**src/rtl/soc_cisc_pkg.sv**
```systemverilog
// Shared types and constants for the CISC memory-bus path: FSM state
// encoding, operation encoding and default bus widths.
package soc_cisc_pkg;

   localparam int ADDR_W_DEFAULT = 8;
   localparam int DATA_W_DEFAULT = 8;

   // Wait-state counter width and the largest wait count it can hold
   localparam int CNT_W    = 4;
   localparam int WAIT_MAX = 15;

   typedef enum logic [1:0] {
      ST_IDLE     = 2'd0,
      ST_SETUP    = 2'd1,
      ST_WAIT     = 2'd2,
      ST_COMPLETE = 2'd3
   } state_e;

   typedef enum logic {
      OP_RD = 1'b0,
      OP_WR = 1'b1
   } op_e;

endpackage

```
**src/rtl/wait_counter.sv**
```systemverilog
// Loadable down-counter that times the memory wait states. o_expired is
// high when the count is on its last wait cycle (1) or already empty (0).
module wait_counter
   import soc_cisc_pkg::*;
(
   input  logic             clk,
   input  logic             reset,
   input  logic             i_load,
   input  logic [CNT_W-1:0] i_load_val,
   input  logic             i_en,
   output logic             o_expired
);

   logic [CNT_W-1:0] r_count;

   // Load takes priority over decrement; the count saturates at zero
   always_ff @(posedge clk or posedge reset) begin
      if (reset) begin
         r_count <= '0;
      end else if (i_load) begin
         r_count <= i_load_val;
      end else if (i_en && (r_count != '0)) begin
         r_count <= r_count - 1'b1;
      end
   end

   assign o_expired = (r_count <= CNT_W'(1));

endmodule

```
**src/rtl/mem_bus_ctrl.sv**
```systemverilog
// Memory bus sequencer feeding the MDR. Accepts one read or write from the
// control unit, runs the external synchronous memory with a fixed number of
// wait states, and on reads hands the returned byte to the MDR with a
// one-cycle load strobe. Writes win over reads when both are requested.
// Optional build macro MEM_READY_EN adds a mem_ready input that stretches
// the wait phase until the memory signals ready.
module mem_bus_ctrl
   import soc_cisc_pkg::*;
#(
   parameter int ADDR_W      = ADDR_W_DEFAULT,
   parameter int DATA_W      = DATA_W_DEFAULT,
   parameter int WAIT_CYCLES = 2
) (
   input  logic              clk,
   input  logic              reset,
   input  logic              req_rd,
   input  logic              req_wr,
   input  logic [ADDR_W-1:0] req_addr,
   input  logic [DATA_W-1:0] req_wdata,
   output logic              busy,
   output logic              done,
   output logic [DATA_W-1:0] mdr_data,
   output logic              mdr_ld,
   output logic [ADDR_W-1:0] mem_addr,
   output logic [DATA_W-1:0] mem_wdata,
   input  logic [DATA_W-1:0] mem_rdata,
`ifdef MEM_READY_EN
   input  logic              mem_ready,
`endif
   output logic              mem_cs,
   output logic              mem_we
);

   if ((WAIT_CYCLES < 0) || (WAIT_CYCLES > WAIT_MAX)) begin : g_wait_range
      $error("mem_bus_ctrl: WAIT_CYCLES must be within 0..15");
   end

   localparam logic [CNT_W-1:0] WAIT_LD = CNT_W'(WAIT_CYCLES);

   state_e            r_state;
   op_e               r_op;
   logic              r_busy;
   logic              r_done;
   logic              r_mdr_ld;
   logic [DATA_W-1:0] r_mdr_data;
   logic [ADDR_W-1:0] r_mem_addr;
   logic [DATA_W-1:0] r_mem_wdata;
   logic              r_mem_cs;
   logic              r_mem_we;

   logic              w_expired;
   logic              w_finish;

   wait_counter u_wait_counter (
      .clk        (clk),
      .reset      (reset),
      .i_load     (r_state == ST_SETUP),
      .i_load_val (WAIT_LD),
      .i_en       (r_state == ST_WAIT),
      .o_expired  (w_expired)
   );

   // The access ends at this edge: wait states used up (and memory ready)
`ifdef MEM_READY_EN
   assign w_finish = (r_state == ST_WAIT) && w_expired && mem_ready;
`else
   assign w_finish = ((r_state == ST_SETUP) && (WAIT_CYCLES == 0)) ||
                     ((r_state == ST_WAIT) && w_expired);
`endif

   // Access sequencer with all bus and MDR outputs registered
   always_ff @(posedge clk or posedge reset) begin
      if (reset) begin
         r_state     <= ST_IDLE;
         r_op        <= OP_RD;
         r_busy      <= 1'b0;
         r_done      <= 1'b0;
         r_mdr_ld    <= 1'b0;
         r_mdr_data  <= '0;
         r_mem_addr  <= '0;
         r_mem_wdata <= '0;
         r_mem_cs    <= 1'b0;
         r_mem_we    <= 1'b0;
      end else begin
         case (r_state)
            ST_IDLE: begin
               r_done   <= 1'b0;
               r_mdr_ld <= 1'b0;
               r_busy   <= 1'b0;
               if (req_wr || req_rd) begin
                  r_op        <= req_wr ? OP_WR : OP_RD;
                  r_mem_addr  <= req_addr;
                  r_mem_wdata <= req_wdata;
                  r_busy      <= 1'b1;
                  r_mem_cs    <= 1'b1;
                  r_mem_we    <= req_wr;
                  r_state     <= ST_SETUP;
               end
            end
            ST_SETUP, ST_WAIT: begin
               if (w_finish) begin
                  r_state  <= ST_COMPLETE;
                  r_done   <= 1'b1;
                  r_mdr_ld <= (r_op == OP_RD);
                  r_mem_cs <= 1'b0;
                  r_mem_we <= 1'b0;
                  if (r_op == OP_RD) begin
                     r_mdr_data <= mem_rdata;
                  end
               end else if (r_state == ST_SETUP) begin
                  r_state <= ST_WAIT;
               end
            end
            ST_COMPLETE: begin
               r_state  <= ST_IDLE;
               r_done   <= 1'b0;
               r_mdr_ld <= 1'b0;
               r_busy   <= 1'b0;
            end
            default: begin
               r_state <= ST_IDLE;
            end
         endcase
      end
   end

   assign busy      = r_busy;
   assign done      = r_done;
   assign mdr_ld    = r_mdr_ld;
   assign mdr_data  = r_mdr_data;
   assign mem_addr  = r_mem_addr;
   assign mem_wdata = r_mem_wdata;
   assign mem_cs    = r_mem_cs;
   assign mem_we    = r_mem_we;

endmodule

```
**config.mk**
```make
export PLATFORM = sky130hd
export DESIGN_NAME = mem_bus_ctrl
export DESIGN_NICKNAME = d
export VERILOG_FILES = /design/src/rtl/soc_cisc_pkg.sv /design/src/rtl/wait_counter.sv /design/src/rtl/mem_bus_ctrl.sv
export SDC_FILE = /design/constraint.sdc
export NUM_CORES = 1
export LEC_CHECK = 0
export ABC_AREA = 1
export CORE_MARGIN = 2
export CORE_UTILIZATION = 61
export CTS_BUF_LIST = sky130_fd_sc_hd__clkbuf_16
export CTS_CLUSTER_DIAMETER = 60
export DETAILED_ROUTE_END_ITERATION = 8
export DONT_BUFFER_PORTS = 1
export PLACE_DENSITY_LB_ADDON = 0.2
export SLEW_MARGIN = 20
export SYNTH_ARGS = -nofsm -noshare
export SYNTH_HDL_FRONTEND = slang
export SYNTH_SLANG_ARGS = --single-unit
export TNS_END_PERCENT = 1
```
**constraint.sdc**
```tcl
create_clock -name clk -period 1.8 [get_ports clk]
set_clock_uncertainty 0.15 [all_clocks]
set_input_delay 0.18 -clock clk [delete_from_list [all_inputs] [get_ports clk]]
set_output_delay 0.18 -clock clk [all_outputs]
set_load 0.02 [all_outputs]
```
==> results_dict.tcl, run 1 <==
set metrics [dict create \
    dieArea_um2 3140 \
    finish.net_count 259 \
    ff2ff_path_depth 9 \
    syn_inst 192 \
    insertedDiodeCount 0 \
    grt_usage_pct 26.7 \
    portBuffers 0 \
    ys_seq_area_share_pct 54.5 \
    start_kind "flop" \
    yosysWarningCount 0 \
    drcViolationCount 0 \
    cts-root-buf "clkbuf_16" \
    setup_viol 0 \
    clock_sinks 36 \
    syn_area_um2 1650 \
    crit_type "reg2reg" \
    synth.top_cell.area_share_pct 54.5 \
    insertion_delay_ps 270 \
    final_antenna_net_count 0 \
    whs_path_depth 2 \
    period_needed_ps 1700 \
    crit_path_max_fanout 8 \
    fin_total_pwr_mw 4.29 \
    syn_to_final_growth_pct 26.5 \
    grt_pass1_wl_um 6510 \
    grt_pass1_vias 1420 \
    power_density_nw_per_um2 2050 \
    cp_data_required_time_ps 1810 \
    tns_ps 0 \
    rrSetupSlack_ps 100 \
    hold_path_class "in2reg" \
    tritoncts "yes" \
    fmax_ghz 0.589 \
    fin_crit_sh_pct 94.4 \
    drtIter0Drc 37 \
    worst_r2r_endpoint "mdr_data[3]" \
    initial_core_util_pct 65.5 \
    dp_slack_ps 83.3 \
    clk_pin_slew_ps 60 \
    synth_seq_cells 36 \
    numCtsBuffers 5 \
    slew_viol_final 0 \
    io_pins 57 \
    worst_pin_slew_ps 451 \
    syn-num-nets 227 \
    die_h_um 56.0 \
    critical_path_arrival_ps 1710 \
    end_kind "flop" \
    vias 1363 \
    rsz0062_at_grt "false" \
    place_congestion 0.773 \
    drt-total-wl_um 3900 \
    post-place-cells 221 \
    ys_top_cells_by_area "dfrtp_1, nand2_1, ha_1" \
    clockBufferDepth 2 \
    finalNonFillerCells 255 \
    run_status "completed" \
    fp.coreArea_um2 2520 \
    layout_setup_ws_ps 101 \
    hold_viol_final 0 \
    antenna_found_initial 0 \
    synth.distinct_cells 22 \
    fillers 148 \
    die_w_um 56.0 \
    num_rows 18 \
    worstHoldStart "req_wr" \
    slew_headroom_pct 69.9 \
    wl_per_cell_um 15.3 \
    vdd_drop_max_mv 1.56 \
    drtPass1Iterations 4 \
    yosysTopAreaCell "dfrtp_1" \
    r2r_start "u_wait_counter.r_count[0]" \
    place_hpwl_um 2250 \
    p_leak_nw 1.10 \
    crit_start "u_wait_counter.r_count[0]" \
    cap_violations 0 \
    grt_remaining_overflow 0 \
    grt_max_degree 37 \
    min_to "busy" \
    htree_levels 2 \
    drive_above_1_share_pct 9.78 \
    syn_area_per_cell_um2 8.60 \
    vias_per_cell 5.35 \
]
[stage by stage]
stage | hold WS [ps] | util (%) | area [µm²]
floorplan | 147 | - | 1650
global placement | 34.0 | 66.8 | 1680
detailed placement | 44.1 | 66.8 | 1680
CTS | 31.6 | 82.7 | 2090
global route | 32.0 | 82.8 | 2090
finish | 29.9 | 82.8 | 2090
[cells in the final DEF (no fill, tap or decap)]
cell,netlist,layout
clkbuf_16,0,5
nand4_1,1,1
clkinv_1,0,1
nand3_4,1,1
buf_4,3,3
inv_1,13,11
nor2_1,3,3
nand2_1,100,100
nor2_4,2,2
nand2_2,1,1
or2_2,1,1
nand3_1,10,10
inv_2,1,3
ha_1,7,6
dlygate4sd3_1,0,26
clkinv_2,0,1
o21ai_0,3,3
xor2_1,1,1
a21oi_1,1,1
a21boi_1,1,1
o21ai_1,3,3
nor2_2,1,1
ha_2,0,1
o21ai_2,1,1
dfrtp_1,36,36
nand4_4,1,1
inv_6,0,1
[how the worst max path moves through the flow]
stage / endpoint / slack (ps) / depth (start not counted)
after floorplan: r_state[0] / 250 / 7
after global placement: mdr_data[6] / 150 / 9
after detailed placement: mdr_data[1] / 80 / 9
after CTS: mdr_data[3] / 70 / 9
after global routing: u_wait_counter.r_count[3] / 10 / 5
final: mdr_data[3] / 100 / 9
[area by class of cell]
class                   instances  area [µm²]  share of cell area, %
well taps                      30        37.5                   1.80
repair buffers                 29         283                   13.5
clock inverters                 3        17.5                  0.838
multi-input cells             138         673                   32.2
clock buffers                   5         125                   5.99
flip-flops and latches         36         901                   43.1
inverters                      14        52.6                   2.51
[worst max-delay path, cell delays in order, from the launching register on]
cell and delay [ps]:
dfrtp_1 390, inv_2 100, ha_1 210, inv_1 50, nand2_1 170, nand3_4 100, nor2_2 110, nand2_2 130
nand2_1 120, nand2_1 60
[power breakdown]
group / internal [mW] / total [mW] / switching [mW]
registers: 1.22 / 1.94 / 0.725
logic: 0.543 / 1.52 / 0.973
clock network: 0.509 / 0.829 / 0.320
total: 2.27 / 4.29 / 2.02
[registers in the layout, summed over array words and instances, names as in the netlist]
register                cells
mdr_data                    8
u_wait_counter.r_count      4
mem_we                      1
mem_wdata                   8
r_op                        1
done                        1
busy                        1
mem_cs                      1
mdr_ld                      1
r_state                     2
mem_addr                    8
[Yosys cell counts (all sizes together)]
master and number:
a21boi 1, a21oi 1, buf 4, dfrtp 36, ha 7, inv 14, nand2 101, nand3 11
nand4 2, nor2 6, o21ai 7, or2 1, xor2 1
[per-layer routing]
layer | wire [µm] | GRT usage [%]
met5 | 0 | 0
met4 | 0 | 4.08
met3 | 265 | 8.84
met2 | 2130 | 48.6
met1 | 1500 | 31.0
[what timing repair did]
item,CTS,global route
endpoints found under the setup margin,0,18
buffers inserted,0,0
endpoints found under the hold margin,62,0
resized for setup,0,3
hold buffers,26,0
[cells by family (layout without fill, tap and decap cells)]
family	after synthesis	in the layout	synth area share [%]
buf+inv	18	51	4.85
fa+ha+maj	7	7	5.30
compound gates	9	9	3.11
simple gates	121	121	31.7
xor+xnor	1	1	0.530
flops	36	36	54.5
Power figures use the tool's default switching activity.
==> inputs of run 2 (changes only) <==
--- a/config.mk
+++ b/config.mk
@@ -12,6 +12,7 @@
 export CTS_CLUSTER_DIAMETER = 60
 export DETAILED_ROUTE_END_ITERATION = 8
 export DONT_BUFFER_PORTS = 1
+export GPL_ROUTABILITY_DRIVEN = 0
 export PLACE_DENSITY_LB_ADDON = 0.2
 export SLEW_MARGIN = 20
 export SYNTH_ARGS = -nofsm -noshare
==> results of run 2 <==
The final DEF is identical to that of run 1; final timing and power are the same.
==> patch: new RTL, config.mk and constraints of run 2 <==
The 4 states of `state_e` get a Gray code encoding in 2 bits.
--- a/src/rtl/soc_cisc_pkg.sv
+++ b/src/rtl/soc_cisc_pkg.sv
@@ -10,10 +10,10 @@
    localparam int WAIT_MAX = 15;
 
    typedef enum logic [1:0] {
-      ST_IDLE     = 2'd0,
-      ST_SETUP    = 2'd1,
-      ST_WAIT     = 2'd2,
-      ST_COMPLETE = 2'd3
+      ST_IDLE     = 2'b00,
+      ST_SETUP    = 2'b01,
+      ST_WAIT     = 2'b11,
+      ST_COMPLETE = 2'b10
    } state_e;
 
    typedef enum logic {
Function: no difference found for any inputs over 10 cycles, from zero or initial values and one cycle with reset high; not proved beyond that.
==> patch against run 2 <==
  * Power fell by 12%
  * Design area fell by 5.4%
  * Wire length fell by 6.9%
  * Sequential cell count did not move
  * Area after synthesis fell by 5.4%
  * Highest routed layer is now met4
  * Via count fell by 7.0%
  * Worst setup slack improved by 0.065 ns
==> patch: results (changes against run 2) <==
Outcome
  – Status: complete, no violations

Yosys
  – Most common library cells after synthesis: sky130_fd_sc_hd__nand2_1 (86), sky130_fd_sc_hd__dfrtp_1 (36), sky130_fd_sc_hd__nand3_1 (9), sky130_fd_sc_hd__nand4_1 (9), sky130_fd_sc_hd__inv_1 (7)
  – Number of nets produced by synthesis: 204 (-10%)
  – Sequential cell area fraction in the yosys report: 0.576 (+0.0310)
  – Distinct cells, synth: 21 (-4.5%)
  – Main synth FF type: sky130_fd_sc_hd__dfrtp_1

Cells and area
  – Fill cell total of the finished layout: 150 (+1.4%)
  – Layout cells sized above 1: 0.0922 (-0.00554)
  – Layout Nets: 236 (-8.9%)
  – Antenna Diode Count: 0 (unchanged)

Placement
  – Sum of net half-perimeters after detailed placement: 2110 um (-6.2%)

Min path
  – Startpoint of the lowest-slack hold path: req_rd
  – Hold EP: mem_addr[7]$_DFFE_PP0P_
  – Hold Path Cell Cnt: 3 (+1)

Power
  – Peak supply drop: 1.59 mV (+2.5%)
  – Leakage dissipation: 0.00104 uW (-4.9%)

Setup path
  – Reg2reg setup slack: 0.17 ns (+0.07 ns)
  – R2R depth: 6 (-3)

Drt
  – Total Routed Length: 3630 um (-6.9%)
  – Detailed-route via count: 1268 (-7.0%)

Clocking
  – Clock latency at the later pin of the worst-skew pair: 0.28 ns
  – Number of hold-repair buffers added at the cts stage: 27 (+3.8%)

Global route
  – Total global routing track utilization: 0.275 (+0.00766)
  – Vias in the first global route: 1246 (-12%)

STA
  – Rel. slew slack: 0.700 (about the same)
-- patch: power breakdown --
part           total [uW]  switching, uW  internal, uW
registers            1850            662          1190
logic                1120            715           407
clock network         801            299           501
total                3780           1680          2100
-- patch: kinds of logic after synthesis --
kind of cell / after synthesis / synth area share
compound gates: 4 / 0.0152
xor+xnor: 1 / 0.00561
fa+ha+maj: 3 / 0.0240
buf+inv: 17 / 0.0672
flops: 36 / 0.576
simple gates: 112 / 0.311
-- patch: layer usage --
metal	track usage	vias to the layer above	wire length (um)
met5	0	-	0
met4	0.150	0	124
met3	0.117	11	259
met2	0.442	53	1850
met1	0.304	595	1400
li1	-	609	-
-- patch: final cells by class --
| class | count | area [sq um] | area share |
|---|---|---|---|
| sequential | 36 | 901 | 0.456 |
| multi-input combinational | 120 | 557 | 0.282 |
| timing repair buffer | 31 | 300 | 0.152 |
| clock buffer | 5 | 125 | 0.0633 |
| inverter | 11 | 41.3 | 0.0209 |
| tap | 30 | 37.5 | 0.0190 |
| clock inverter | 3 | 15.0 | 0.00759 |
-- patch: through the flow --
stage | power (uW) | cell area (sq um) | hold slack, ns | worst slack (ns) | instances
after floorplan | 2670 | 1560 | 0.140 | 0.402 | 173
after global placement | 2820 | 1570 | 0.0360 | 0.303 | 201
after detailed placement | 2900 | 1570 | 0.0431 | 0.225 | 201
after CTS | 3770 | 1980 | 0.00449 | 0.212 | 236
after global routing | 4030 | 1980 | 0.0451 | 0.0307 | 236
final | 3780 | 1980 | 0.0207 | 0.166 | 236
-- patch: how the worst max path moves through the flow --
stage | from | end | slack, ns | cells after the start
after floorplan | u_wait_counter.r_count[0]$_DFFE_PP0P_ | mdr_data[5]$_DFFE_PP0P_ | 0.40 | 7
after global placement | u_wait_counter.r_count[0]$_DFFE_PP0P_ | mdr_data[4]$_DFFE_PP0P_ | 0.30 | 7
after detailed placement | u_wait_counter.r_count[0]$_DFFE_PP0P_ | mdr_data[0]$_DFFE_PP0P_ | 0.22 | 7
after CTS | u_wait_counter.r_count[0]$_DFFE_PP0P_ | mdr_data[6]$_DFFE_PP0P_ | 0.21 | 7
after global routing | u_wait_counter.r_count[0]$_DFFE_PP0P_ | mdr_data[4]$_DFFE_PP0P_ | 0.03 | 7
final | u_wait_counter.r_count[0]$_DFFE_PP0P_ | mdr_data[4]$_DFFE_PP0P_ | 0.17 | 6
-- patch: worst min-delay path: stages --
cell                      delay, ns
sky130_fd_sc_hd__o21ai_2       0.10
sky130_fd_sc_hd__nand2_1       0.08
sky130_fd_sc_hd__nand2_1       0.05
